<file path="src/rtl/router_pkg.sv">
// Shared constants, hold-queue entry type and the running check-byte update used by the
// packet datapath register.
package router_pkg;

  localparam int PARITY_XOR = 0;
  localparam int PARITY_CRC = 1;
  localparam int CHK_MAX_W  = 32;

  typedef struct packed {
    logic                 last;
    logic [CHK_MAX_W-1:0] data;
  } hold_entry_t;

  // XOR: acc ^ d.  CRC: acc ^ d shifted MSB-first through poly for `width` bits.
  function automatic logic [CHK_MAX_W-1:0] chk_update(
    input int                   mode,
    input int                   width,
    input logic [CHK_MAX_W-1:0] poly,
    input logic [CHK_MAX_W-1:0] acc,
    input logic [CHK_MAX_W-1:0] d
  );
    logic [CHK_MAX_W-1:0] mask;
    logic [CHK_MAX_W-1:0] msb;
    logic [CHK_MAX_W-1:0] c;
    mask = (width >= CHK_MAX_W) ? '1 : ((CHK_MAX_W'(1) << width) - CHK_MAX_W'(1));
    msb  = CHK_MAX_W'(1) << (width - 1);
    c    = (acc ^ d) & mask;
    if (mode == PARITY_CRC) begin
      for (int i = 0; i < CHK_MAX_W; i++) begin
        if (i < width) begin
          if ((c & msb) != '0) c = ((c << 1) ^ poly) & mask;
          else                 c = (c << 1) & mask;
        end
      end
    end
    return c;
  endfunction

endpackage

</file>
<file path="src/rtl/router_pkt_reg_p_if.sv">
// Control strobes, byte input and registered outputs of the packet datapath register.
interface router_pkt_reg_p_if #(
  parameter int DATA_W     = 8,
  parameter int HOLD_DEPTH = 2
);
  localparam int CW = $clog2(HOLD_DEPTH + 1);

  logic              pkt_valid;
  logic [DATA_W-1:0] data_in;
  logic              fifo_full;
  logic              detect_add;
  logic              lfd_state;
  logic              ld_state;
  logic              laf_state;
  logic              rst_int_reg;
  logic [DATA_W-1:0] dout;
  logic              dout_valid;
  logic              err;
  logic              len_err;
  logic              hold_ovf;
  logic              parity_done;
  logic              low_pkt_valid;
  logic [CW-1:0]     hold_count;

  modport master (
    output pkt_valid, data_in, fifo_full, detect_add, lfd_state, ld_state, laf_state, rst_int_reg,
    input  dout, dout_valid, err, len_err, hold_ovf, parity_done, low_pkt_valid, hold_count
  );

  modport slave (
    input  pkt_valid, data_in, fifo_full, detect_add, lfd_state, ld_state, laf_state, rst_int_reg,
    output dout, dout_valid, err, len_err, hold_ovf, parity_done, low_pkt_valid, hold_count
  );
endinterface

</file>
<file path="src/rtl/router_hold_fifo.sv">
// Small synchronous FIFO holding bytes while the output FIFO is full; push and pop may
// coincide, and a push into a full queue is ignored unless a pop frees a slot.
module router_hold_fifo #(
  parameter int DEPTH = 2,
  parameter int WIDTH = 9,
  localparam int CW = $clog2(DEPTH + 1)
) (
  input  logic             clock,
  input  logic             resetn,
  input  logic             clr,
  input  logic             push,
  input  logic             pop,
  input  logic [WIDTH-1:0] wdata,
  output logic [WIDTH-1:0] rdata,
  output logic [CW-1:0]    count,
  output logic             full,
  output logic             empty
);
  localparam int PW = (DEPTH > 1) ? $clog2(DEPTH) : 1;

  logic [WIDTH-1:0] mem_q [DEPTH];
  logic [PW-1:0]    wr_ptr_q, wr_ptr_d;
  logic [PW-1:0]    rd_ptr_q, rd_ptr_d;
  logic [CW-1:0]    count_q, count_d;
  logic             do_push, do_pop;

  function automatic logic [PW-1:0] ptr_inc(input logic [PW-1:0] p);
    return (p == PW'(DEPTH - 1)) ? '0 : p + PW'(1);
  endfunction

  assign full    = (count_q == CW'(DEPTH));
  assign empty   = (count_q == '0);
  assign do_pop  = pop && !empty;
  assign do_push = push && (!full || do_pop);
  assign rdata   = mem_q[rd_ptr_q];
  assign count   = count_q;

  always_comb begin
    wr_ptr_d = wr_ptr_q;
    rd_ptr_d = rd_ptr_q;
    count_d  = count_q;
    if (clr) begin
      wr_ptr_d = '0;
      rd_ptr_d = '0;
      count_d  = '0;
    end else begin
      if (do_push) wr_ptr_d = ptr_inc(wr_ptr_q);
      if (do_pop)  rd_ptr_d = ptr_inc(rd_ptr_q);
      case ({do_push, do_pop})
        2'b10:   count_d = count_q + CW'(1);
        2'b01:   count_d = count_q - CW'(1);
        default: count_d = count_q;
      endcase
    end
  end

  always_ff @(posedge clock) begin
    if (!resetn) begin
      wr_ptr_q <= '0;
      rd_ptr_q <= '0;
      count_q  <= '0;
    end else begin
      wr_ptr_q <= wr_ptr_d;
      rd_ptr_q <= rd_ptr_d;
      count_q  <= count_d;
    end
  end

  always_ff @(posedge clock) begin
    if (do_push && !clr) mem_q[wr_ptr_q] <= wdata;
  end

endmodule

</file>
<file path="src/rtl/router_pkt_reg_p.sv">
// Packet datapath register: captures the header, forwards payload and check byte to the
// output FIFO (via a hold queue while it is full) and checks check byte and length.
module router_pkt_reg_p
  import router_pkg::*;
#(
  parameter int                DATA_W      = 8,
  parameter int                ADDR_W      = 2,
  parameter int                HOLD_DEPTH  = 2,
  parameter int                PARITY_MODE = PARITY_XOR,
  parameter logic [DATA_W-1:0] CRC_POLY    = 'h07
) (
  input logic                clock,
  input logic                resetn,
  router_pkt_reg_p_if.slave  bus
);
  localparam int CW = $clog2(HOLD_DEPTH + 1);

  logic [DATA_W-1:0] hdr_q, hdr_d;
  logic [DATA_W-1:0] chk_acc_q, chk_acc_d;
  logic [DATA_W-1:0] byte_cnt_q, byte_cnt_d;
  logic [DATA_W-1:0] dout_q, dout_d;
  logic              dout_valid_q, dout_valid_d;
  logic              err_q, err_d;
  logic              len_err_q, len_err_d;
  logic              hold_ovf_q, hold_ovf_d;
  logic              parity_done_q, parity_done_d;
  logic              low_pkt_valid_q, low_pkt_valid_d;

  logic              fifo_clr, fifo_push, fifo_pop, fifo_full, fifo_empty;
  logic [DATA_W:0]   fifo_wdata, fifo_rdata;
  logic [CW-1:0]     fifo_count;
  logic [DATA_W-1:0] chk_next;
  logic              len_mismatch;

  router_hold_fifo #(.DEPTH(HOLD_DEPTH), .WIDTH(DATA_W + 1)) u_hold (
    .clock (clock),
    .resetn(resetn),
    .clr   (fifo_clr),
    .push  (fifo_push),
    .pop   (fifo_pop),
    .wdata (fifo_wdata),
    .rdata (fifo_rdata),
    .count (fifo_count),
    .full  (fifo_full),
    .empty (fifo_empty)
  );

  // Accumulator seeded from zero on the header, chained from chk_acc_q on payload bytes.
  assign chk_next = DATA_W'(chk_update(PARITY_MODE, DATA_W, CHK_MAX_W'(CRC_POLY),
                                       bus.detect_add ? '0 : CHK_MAX_W'(chk_acc_q),
                                       CHK_MAX_W'(bus.data_in)));
  assign len_mismatch = (byte_cnt_q != DATA_W'(hdr_q[DATA_W-1:ADDR_W]));

  always_comb begin
    hdr_d           = hdr_q;
    chk_acc_d       = chk_acc_q;
    byte_cnt_d      = byte_cnt_q;
    dout_d          = dout_q;
    dout_valid_d    = 1'b0;
    err_d           = err_q;
    len_err_d       = len_err_q;
    hold_ovf_d      = hold_ovf_q;
    parity_done_d   = parity_done_q;
    low_pkt_valid_d = low_pkt_valid_q;
    fifo_clr        = 1'b0;
    fifo_push       = 1'b0;
    fifo_pop        = 1'b0;
    fifo_wdata      = {1'b0, bus.data_in};

    if (bus.lfd_state) begin
      dout_d       = hdr_q;
      dout_valid_d = 1'b1;
    end

    if (bus.detect_add) begin
      if (bus.pkt_valid) begin
        hdr_d         = bus.data_in;
        chk_acc_d     = chk_next;
        byte_cnt_d    = '0;
        err_d         = 1'b0;
        len_err_d     = 1'b0;
        parity_done_d = 1'b0;
        hold_ovf_d    = 1'b0;
        fifo_clr      = 1'b1;
      end
    end else if (bus.ld_state) begin
      if (bus.pkt_valid) begin
        chk_acc_d = chk_next;
        if (byte_cnt_q != '1) byte_cnt_d = byte_cnt_q + DATA_W'(1);
      end else begin
        low_pkt_valid_d = 1'b1;
      end
      // Bypass straight to the FIFO only when nothing is queued, so byte order is kept.
      if (!bus.fifo_full && fifo_empty) begin
        dout_d       = bus.data_in;
        dout_valid_d = 1'b1;
        if (!bus.pkt_valid) begin
          parity_done_d = 1'b1;
          err_d         = (bus.data_in != chk_acc_q);
          len_err_d     = len_mismatch;
        end
      end else begin
        fifo_push  = 1'b1;
        fifo_wdata = {!bus.pkt_valid, bus.data_in};
        if (fifo_full) hold_ovf_d = 1'b1;
      end
    end else if (bus.laf_state && !bus.fifo_full && !fifo_empty) begin
      fifo_pop     = 1'b1;
      dout_d       = fifo_rdata[DATA_W-1:0];
      dout_valid_d = 1'b1;
      if (fifo_rdata[DATA_W]) begin
        parity_done_d = 1'b1;
        err_d         = (fifo_rdata[DATA_W-1:0] != chk_acc_q);
        len_err_d     = len_mismatch;
      end
    end

    if (bus.rst_int_reg) low_pkt_valid_d = 1'b0;
  end

  always_ff @(posedge clock) begin
    if (!resetn) begin
      hdr_q           <= '0;
      chk_acc_q       <= '0;
      byte_cnt_q      <= '0;
      dout_q          <= '0;
      dout_valid_q    <= 1'b0;
      err_q           <= 1'b0;
      len_err_q       <= 1'b0;
      hold_ovf_q      <= 1'b0;
      parity_done_q   <= 1'b0;
      low_pkt_valid_q <= 1'b0;
    end else begin
      hdr_q           <= hdr_d;
      chk_acc_q       <= chk_acc_d;
      byte_cnt_q      <= byte_cnt_d;
      dout_q          <= dout_d;
      dout_valid_q    <= dout_valid_d;
      err_q           <= err_d;
      len_err_q       <= len_err_d;
      hold_ovf_q      <= hold_ovf_d;
      parity_done_q   <= parity_done_d;
      low_pkt_valid_q <= low_pkt_valid_d;
    end
  end

  assign bus.dout          = dout_q;
  assign bus.dout_valid    = dout_valid_q;
  assign bus.err           = err_q;
  assign bus.len_err       = len_err_q;
  assign bus.hold_ovf      = hold_ovf_q;
  assign bus.parity_done   = parity_done_q;
  assign bus.low_pkt_valid = low_pkt_valid_q;
  assign bus.hold_count    = fifo_count;

endmodule
</file>
<file path="src/flat_wrapper.sv">
// flat-port wrapper written by rule: the top's interface ports become plain ports
module router_pkt_reg_p_flat import router_pkg::*;
#(
  parameter int                DATA_W      = 8,
  parameter int                ADDR_W      = 2,
  parameter int                HOLD_DEPTH  = 2,
  parameter int                PARITY_MODE = PARITY_XOR,
  parameter logic [DATA_W-1:0] CRC_POLY    = 'h07
)
  (clock, resetn, bus_pkt_valid, bus_data_in, bus_fifo_full, bus_detect_add, bus_lfd_state, bus_ld_state, bus_laf_state, bus_rst_int_reg, bus_dout, bus_dout_valid, bus_err, bus_len_err, bus_hold_ovf, bus_parity_done, bus_low_pkt_valid, bus_hold_count);
  router_pkt_reg_p_if #(.DATA_W(DATA_W), .HOLD_DEPTH(HOLD_DEPTH)) bus_i ();
  input logic clock;
  input logic resetn;
  input wire logic [$bits(bus_i.pkt_valid)-1:0] bus_pkt_valid;
  input wire logic [$bits(bus_i.data_in)-1:0] bus_data_in;
  input wire logic [$bits(bus_i.fifo_full)-1:0] bus_fifo_full;
  input wire logic [$bits(bus_i.detect_add)-1:0] bus_detect_add;
  input wire logic [$bits(bus_i.lfd_state)-1:0] bus_lfd_state;
  input wire logic [$bits(bus_i.ld_state)-1:0] bus_ld_state;
  input wire logic [$bits(bus_i.laf_state)-1:0] bus_laf_state;
  input wire logic [$bits(bus_i.rst_int_reg)-1:0] bus_rst_int_reg;
  output wire logic [$bits(bus_i.dout)-1:0] bus_dout;
  output wire logic [$bits(bus_i.dout_valid)-1:0] bus_dout_valid;
  output wire logic [$bits(bus_i.err)-1:0] bus_err;
  output wire logic [$bits(bus_i.len_err)-1:0] bus_len_err;
  output wire logic [$bits(bus_i.hold_ovf)-1:0] bus_hold_ovf;
  output wire logic [$bits(bus_i.parity_done)-1:0] bus_parity_done;
  output wire logic [$bits(bus_i.low_pkt_valid)-1:0] bus_low_pkt_valid;
  output wire logic [$bits(bus_i.hold_count)-1:0] bus_hold_count;
  assign bus_i.pkt_valid = bus_pkt_valid;
  assign bus_i.data_in = bus_data_in;
  assign bus_i.fifo_full = bus_fifo_full;
  assign bus_i.detect_add = bus_detect_add;
  assign bus_i.lfd_state = bus_lfd_state;
  assign bus_i.ld_state = bus_ld_state;
  assign bus_i.laf_state = bus_laf_state;
  assign bus_i.rst_int_reg = bus_rst_int_reg;
  assign bus_dout = bus_i.dout;
  assign bus_dout_valid = bus_i.dout_valid;
  assign bus_err = bus_i.err;
  assign bus_len_err = bus_i.len_err;
  assign bus_hold_ovf = bus_i.hold_ovf;
  assign bus_parity_done = bus_i.parity_done;
  assign bus_low_pkt_valid = bus_i.low_pkt_valid;
  assign bus_hold_count = bus_i.hold_count;
  router_pkt_reg_p #(.DATA_W(DATA_W), .ADDR_W(ADDR_W), .HOLD_DEPTH(HOLD_DEPTH), .PARITY_MODE(PARITY_MODE), .CRC_POLY(CRC_POLY)) u_core (.clock(clock), .resetn(resetn), .bus(bus_i));
endmodule
</file>
<file path="config.mk">
export PLATFORM = sky130hd
export DESIGN_NAME = router_pkt_reg_p_flat
export DESIGN_NICKNAME = d
export VERILOG_FILES = /design/src/rtl/router_pkg.sv /design/src/rtl/router_pkt_reg_p_if.sv /design/src/rtl/router_hold_fifo.sv /design/src/rtl/router_pkt_reg_p.sv /design/src/flat_wrapper.sv
export SDC_FILE = /design/constraint.sdc
export NUM_CORES = 1
export LEC_CHECK = 0
export BUFFER_PORTS_ARGS = -buffer_cell sky130_fd_sc_hd__buf_4
export CAP_MARGIN = 10
export CORE_MARGIN = 4
export CORE_UTILIZATION = 62
export DETAILED_ROUTE_END_ITERATION = 10
export GPL_TIMING_DRIVEN = 0
export PLACE_DENSITY = 0.84
export SETUP_SLACK_MARGIN = 0.15
export SLEW_MARGIN = 20
export SYNTH_ARGS = -nofsm -noshare
export SYNTH_HDL_FRONTEND = slang
export SYNTH_HIERARCHICAL = 1
export SYNTH_SLANG_ARGS = --single-unit
</file>
<file path="constraint.sdc">
create_clock -name clock -period 5.8 [get_ports clock]
set_input_delay 0 -clock clock [delete_from_list [all_inputs] [get_ports clock]]
set_output_delay 0 -clock clock [all_outputs]
set_load 0.01 [all_outputs]
</file>
==> impl_metrics.json, run 1 <==
{
  "synth_top_area_cell": "dfxtp_1",
  "antenna_found_initial": 0,
  "post_drt_wl_per_cell_um": 15.9,
  "core_area_um2": 4440,
  "grt_pass1_vias": 2172,
  "synth_area_um2": 2890,
  "initial_core_util_pct": 65.1,
  "p_per_area_nw_per_um2": 264,
  "slowest_stage": "nor3_2",
  "layout.cells.non_filler": 394,
  "synthDistinctLibCells": 46,
  "root_buffer": "clkbuf_8",
  "synth_area_leaders": "dfxtp_1 (30%), edfxtp_1 (19%), mux2_2 (6.6%)",
  "start_kind": "flip-flop",
  "grt_first_pass_wirelength_um": 10600,
  "yosysMostFrequentCell": "nand2_1",
  "dr.pass1.iters": 4,
  "synth_edf_count": 18,
  "setup_violations": 0,
  "outcome": "finished clean",
  "routabilityCongestion": 0.832,
  "die-area_um2": 5820,
  "clock_skew_ns": 0.00739,
  "async_flop_share_pct": 0,
  "dp.final_hpwl_um": 4540,
  "cts.path.max_buffers": 2,
  "drc": 0,
  "via_count": 2218,
  "total_power_uw": 925,
  "cts-resized-gates": 0,
  "synth_area_per_cell_um2": 10.2,
  "rsz0062_at_grt": "no",
  "synthTopCellsByCount": "nand2_1 (45), dfxtp_1 (43), nor2_1 (21)",
  "tns_ns": 0,
  "hold_depth": 3,
  "ant_nets": 0,
  "slew_headroom_pct": 47.1,
  "cts_tree": "built",
  "yosysWarnings": 6,
  "min_period_ns": 2.46,
  "clk_pin_slew_ns": 0.07,
  "slew_violations": 0,
  "hold_path_class": "in -> reg",
  "htreeDepth": 3,
  "fmax_mhz": 407,
  "setup_slack_ns": 3.34,
  "post_drt_via_cell_ratio": 5.63,
  "ys.flop_type": "dfxtp_1",
  "nets": 356,
  "syn_nets": 303,
  "drt_iter0_markers": 159,
  "placed_cells": 366,
  "arrival_ns": 2.42,
  "peakVddDrop_v": 0.000199,
  "critical-path-top-delay-family": "simple AND/OR/NAND/NOR gates",
  "clkLatencyLatePin_ns": 0.34,
  "fin_crit_sh_pct": 42.4,
  "post-cts-setup-buffer-count": 0,
  "cpPeakStageDelay_ns": 0.63,
  "cp_num_cells": 6,
  "drive_gt1_share_pct": 23.1,
  "synth_cells": 284,
  "synth_top_area_share_pct": 29.8,
  "die_w_um": 76.3,
  "crit_type": "reg -> reg",
  "crit_fanout": 10,
  "worstPathCellList": "nor2_1, nor3b_2, and2_1, buf_2, o21ai_2, nor3_2",
  "io_buffers": 30,
  "grt_max_degree": 12,
  "end_kind": "flip-flop",
  "synth-seq-cells": 61,
  "hold_viol": 0,
  "rr_worst_depth": 6,
  "cts_buffers": 9,
  "wirelength_um": 6280,
  "p_leak_nw": 1.37,
  "worst-path-buf-inv": 1,
  "floorplan.rows": 24,
  "worst_slew_pin_slew_ns": 0.789,
  "pin_count": 33,
  "tritoncts_num_sinks": 61,
  "num_antenna_cells": 0,
  "gr-total-overflow": 0,
  "yosysSeqAreaShare_pct": 48.4,
  "pre_cts_ws_ns": 3.34,
  "cap_violations": 0,
  "area_growth_pct": 21.2,
  "grtUsageTotal_pct": 23.2,
  "required_ns": 5.77,
  "die_y_um": 76.3
}
==> routing by layer <==
| layer | GRT usage, % | share of wire, % | vias up | routed length (um) |
|---|---|---|---|---|
| met5 | 0 | 0 | - | 0 |
| met1 | 28.7 | 43 | 1039 | 2700 |
| met3 | 8.63 | 6.7 | 10 | 423 |
| met4 | 7.25 | 1.6 | 0 | 103 |
| met2 | 37.8 | 49 | 74 | 3050 |
| li1 | - | - | 1095 | - |
==> placed cells by master, fill, tap and decap left out, types with 11 or more instances in the layout <==
cell           count
dfxtp_1           43
xor2_1            11
a21oi_1           11
mux2_2            17
nor2_1            21
dlygate4sd3_1     12
nand2_1           45
edfxtp_1          18
xnor2_1           19
buf_4             30
==> worst min-delay path: stages <==
cell and delay [ns]:
buf_1 0.23, inv_1 0.11, a21oi_1 0.06
==> metrics by stage <==
| step | instance area [um^2] | hold WS, ns | util, % |
|---|---|---|---|
| after CTS | 3500 | 0.0974 | 78.9 |
| final | 3500 | 0.115 | 78.9 |
| after global placement | 3180 | 0.162 | 71.6 |
| after floorplan | 2890 | 0.0761 | - |
| after detailed placement | 3190 | 0.169 | 71.8 |
| after global routing | 3500 | 0.148 | 78.9 |
==> cells by family (layout without fill, tap and decap cells) <==
kind of cell | count (synthesis) | count (layout) | share of synthesized area [%]
buf+inv | 18 | 76 | 3.20
xor+xnor | 30 | 30 | 9.08
fa+ha+maj | 2 | 2 | 0.865
simple gates | 99 | 99 | 16.8
mux | 26 | 26 | 9.78
flops | 61 | 61 | 48.4
compound gates | 48 | 48 | 11.8
==> power breakdown <==
group / internal (mW) / total [mW] / switching (mW)
clock network: 0.197 / 0.364 / 0.166
registers: 0.452 / 0.461 / 0.00859
logic: 0.0486 / 0.100 / 0.0518
total: 0.698 / 0.925 / 0.227
==> cell type report <==
type / instances / area [um^2]
multi-input combinational: 205 / 1410
sequential: 61 / 1400
clock inverter: 6 / 63.8
timing repair buffer: 42 / 345
inverter: 6 / 22.5
clock buffer: 10 / 128
buffer: 12 / 70.1
fill: 311 / 940
tap: 52 / 65.1
==> sequential cells by signal (all words and copies together), names as in the netlist, 2 cells and up, named ones only <==
| name | count |
|---|---|
| u_core/byte_cnt_q | 8 |
| u_core/hdr_q | 8 |
| u_core/chk_acc_q | 8 |
| u_core/bus.dout | 8 |
| u_core/u_hold/count | 2 |
| u_core/u_hold/mem_q | 18 |
==> path summary, 6_finish.rpt <==
check / from / to / slack (ns)
max: u_core/u_hold/count[0] / u_core/u_hold/mem_q[0][5] / 3.34
min: bus_lfd_state / u_core/bus.dout_valid / 0.12
max reg2reg: u_core/u_hold/count[0] / u_core/u_hold/mem_q[0][5] / 3.34
min reg2reg: u_core/hdr_q[0] / u_core/hdr_q[0] / 0.46
==> timing repair <==
item	in CTS	in global routing
endpoints found under the hold margin	32	0
endpoints found under the setup margin	0	0
hold buffers	12	0
Note: power is estimated with default switching activity, not from simulation.
==> run 2, diff against run 1 <==
CORE_UTILIZATION = 58   (was 62)
PLACE_DENSITY = 0.79   (was 0.84)
clock period = 2.3 ns   (was 5.8 ns; I/O delays follow)
==> run 2 against run 1 <==
Against the previous run: non-clock buffer count up 2; highest routed layer unchanged; setup slack got worse by 3.1 ns; clock skew down 0.0026 ns; via count grew 3.8%; critical endpoint is now u_core/u_hold/count[1]; sequential cell count unchanged; register-to-register slack lost 3.1 ns; routed wire length grew 3.7%; first-iteration DRC count decreased by 17%; final cell count increased by 4.3%; maximum frequency rose by 19%.
==> impl_metrics.json, run 2 (synthesized netlist as in run 1, its figures left out) <==
{
  "outcome": "finished clean",
  "grt_first_pass_wirelength_um": 10400,
  "pin_count": 33,
  "num_antenna_cells": 0,
  "setup_violations": 0,
  "dr_wl_met3_um": 381,
  "tritoncts_num_sinks": 61,
  "slew_violations": 0,
  "drc": 0,
  "root_buffer": "clkbuf_8",
  "end_kind": "flip-flop",
  "fin_crit_sh_pct": 89.6,
  "via_count": 2303,
  "initial_core_util_pct": 60.4,
  "ant_nets": 0,
  "setup_slack_ns": 0.240,
  "crit_type": "reg -> reg",
  "core_area_um2": 4790,
  "area_growth_pct": 22.8,
  "layout_common_cells": "nand2_1 (45), dfxtp_1 (41), buf_4 (35)",
  "grt_max_degree": 12,
  "required_ns": 2.57,
  "wl_met2_um": 3230,
  "cap_violations": 0,
  "layout_commonest_cell": "nand2_1",
  "top_layer": "met4",
  "peakVddDrop_v": 0.000462,
  "cts_tree": "built",
  "wirelength_um": 6510,
  "cts_buffers": 9,
  "routabilityCongestion": 0.806,
  "floorplan.rows": 25,
  "cts.path.max_buffers": 2,
  "clkLatencyLatePin_ns": 0.34,
  "largest_register": "u_core/u_hold/mem_q",
  "slew_headroom_pct": 66.0,
  "clk_pin_slew_ns": 0.06,
  "die_w_um": 78.6,
  "antenna_found_initial": 0,
  "start_kind": "flip-flop",
  "gr-total-overflow": 0,
  "p_per_area_nw_per_um2": 647,
  "die_y_um": 78.6,
  "dp.final_hpwl_um": 4590,
  "arrival_ns": 2.33,
  "hold_depth": 3,
  "grt_pass1_vias": 2186,
  "pre_cts_ws_ns": -0.0376,
  "grtUsageTotal_pct": 22.1,
  "crit_fanout": 10,
  "nets": 358,
  "fmax_mhz": 485,
  "clock_skew_ns": 0.00480,
  "p_leak_nw": 1.38,
  "rsz0062_at_grt": "no",
  "drive_gt1_share_pct": 24.4,
  "worst_slew_pin_slew_ns": 0.511,
  "ff2ff_setup_slack_ns": 0.24,
  "post_drt_via_cell_ratio": 5.60,
  "hold_viol": 0,
  "htreeDepth": 3,
  "dr.pass1.iters": 4,
  "hold_path_class": "in -> reg",
  "die-area_um2": 6180,
  "io_buffers": 30,
  "wl_met1_um": 2730,
  "rr_worst_depth": 8,
  "min_period_ns": 2.06,
  "largest_reg_flops": 18,
  "post_drt_wl_per_cell_um": 15.8,
  "drt_iter0_markers": 132,
  "tns_ns": 0
}
==> run 2: cell count changes in the layout (fill, tap and decap cells not counted), sizes merged <==
cell,change
buf,+4
bufinv,-1
clkbuf,+5
clkinv,-2
clkinvlp,-2
dlygate4sd3,-2
==> run 2: worst paths after layout <==
check	start	to
min reg2reg	u_core/hdr_q[1]	u_core/hdr_q[1]
min	bus_detect_add	u_core/byte_cnt_q[1]
max	u_core/u_hold/count[1]	u_core/u_hold/count[1]
max reg2reg	u_core/u_hold/count[1]	u_core/u_hold/count[1]
==> run 2: critical path, cell delays in order, from the launching register on <==
cell	delay [ns]
dfxtp_2	0.38
nor2_2	0.07
nor3b_2	0.21
and2_1	0.15
buf_4	0.19
o21a_1	0.20
ha_1	0.28
or3_1	0.38
a21oi_1	0.13
==> run 2: where the power goes <==
| group | switching (mW) | total (mW) | internal (mW) |
|---|---|---|---|
| clock | 0.399 | 0.879 | 0.479 |
| combinational | 0.134 | 0.257 | 0.123 |
| sequential | 0.0227 | 1.16 | 1.14 |
| total | 0.556 | 2.30 | 1.74 |
==> run 2: through the flow <==
step | power, mW | util [%] | hold slack [ns] | cells | instance area [um^2]
2_1_floorplan | 1.33 | - | 0.0761 | 284 | 2890
3_3_place_gp | 1.41 | 66.9 | 0.162 | 381 | 3200
3_5_place_dp | 1.42 | 67.1 | 0.172 | 381 | 3210
4_1_cts | 2.30 | 73.5 | 0.000702 | 408 | 3520
5_1_grt | 2.38 | 74.2 | 0.0168 | 411 | 3550
6_report | 2.30 | 74.2 | 0.00519 | 411 | 3550
==> run 2: what timing repair did <==
| item | in CTS | in global routing |
|---|---|---|
| hold buffers | 10 | 0 |
| resized for setup | 4 | 4 |
| endpoints found under the hold margin | 27 | 0 |
| buffers inserted | 1 | 3 |
| pin swaps | 1 | 2 |
| endpoints found under the setup margin | 19 | 10 |
==> run 2: cell type report <==
type                       count  area [um^2]
sequential                    61         1410
clock inverter                 1         5.00
tap                           67         83.8
multi-input combinational    205         1430
buffer                        12         72.6
inverter                       6         22.5
fill                         338         1230
clock buffer                  15          176
timing repair buffer          44          355
==> run 2: layer usage <==
metal  GRT usage, %  up-vias
li1               -     1100
met1           26.4     1102
met2           37.7       86
met3           3.78       15
met4           11.7        0
met5              0        -
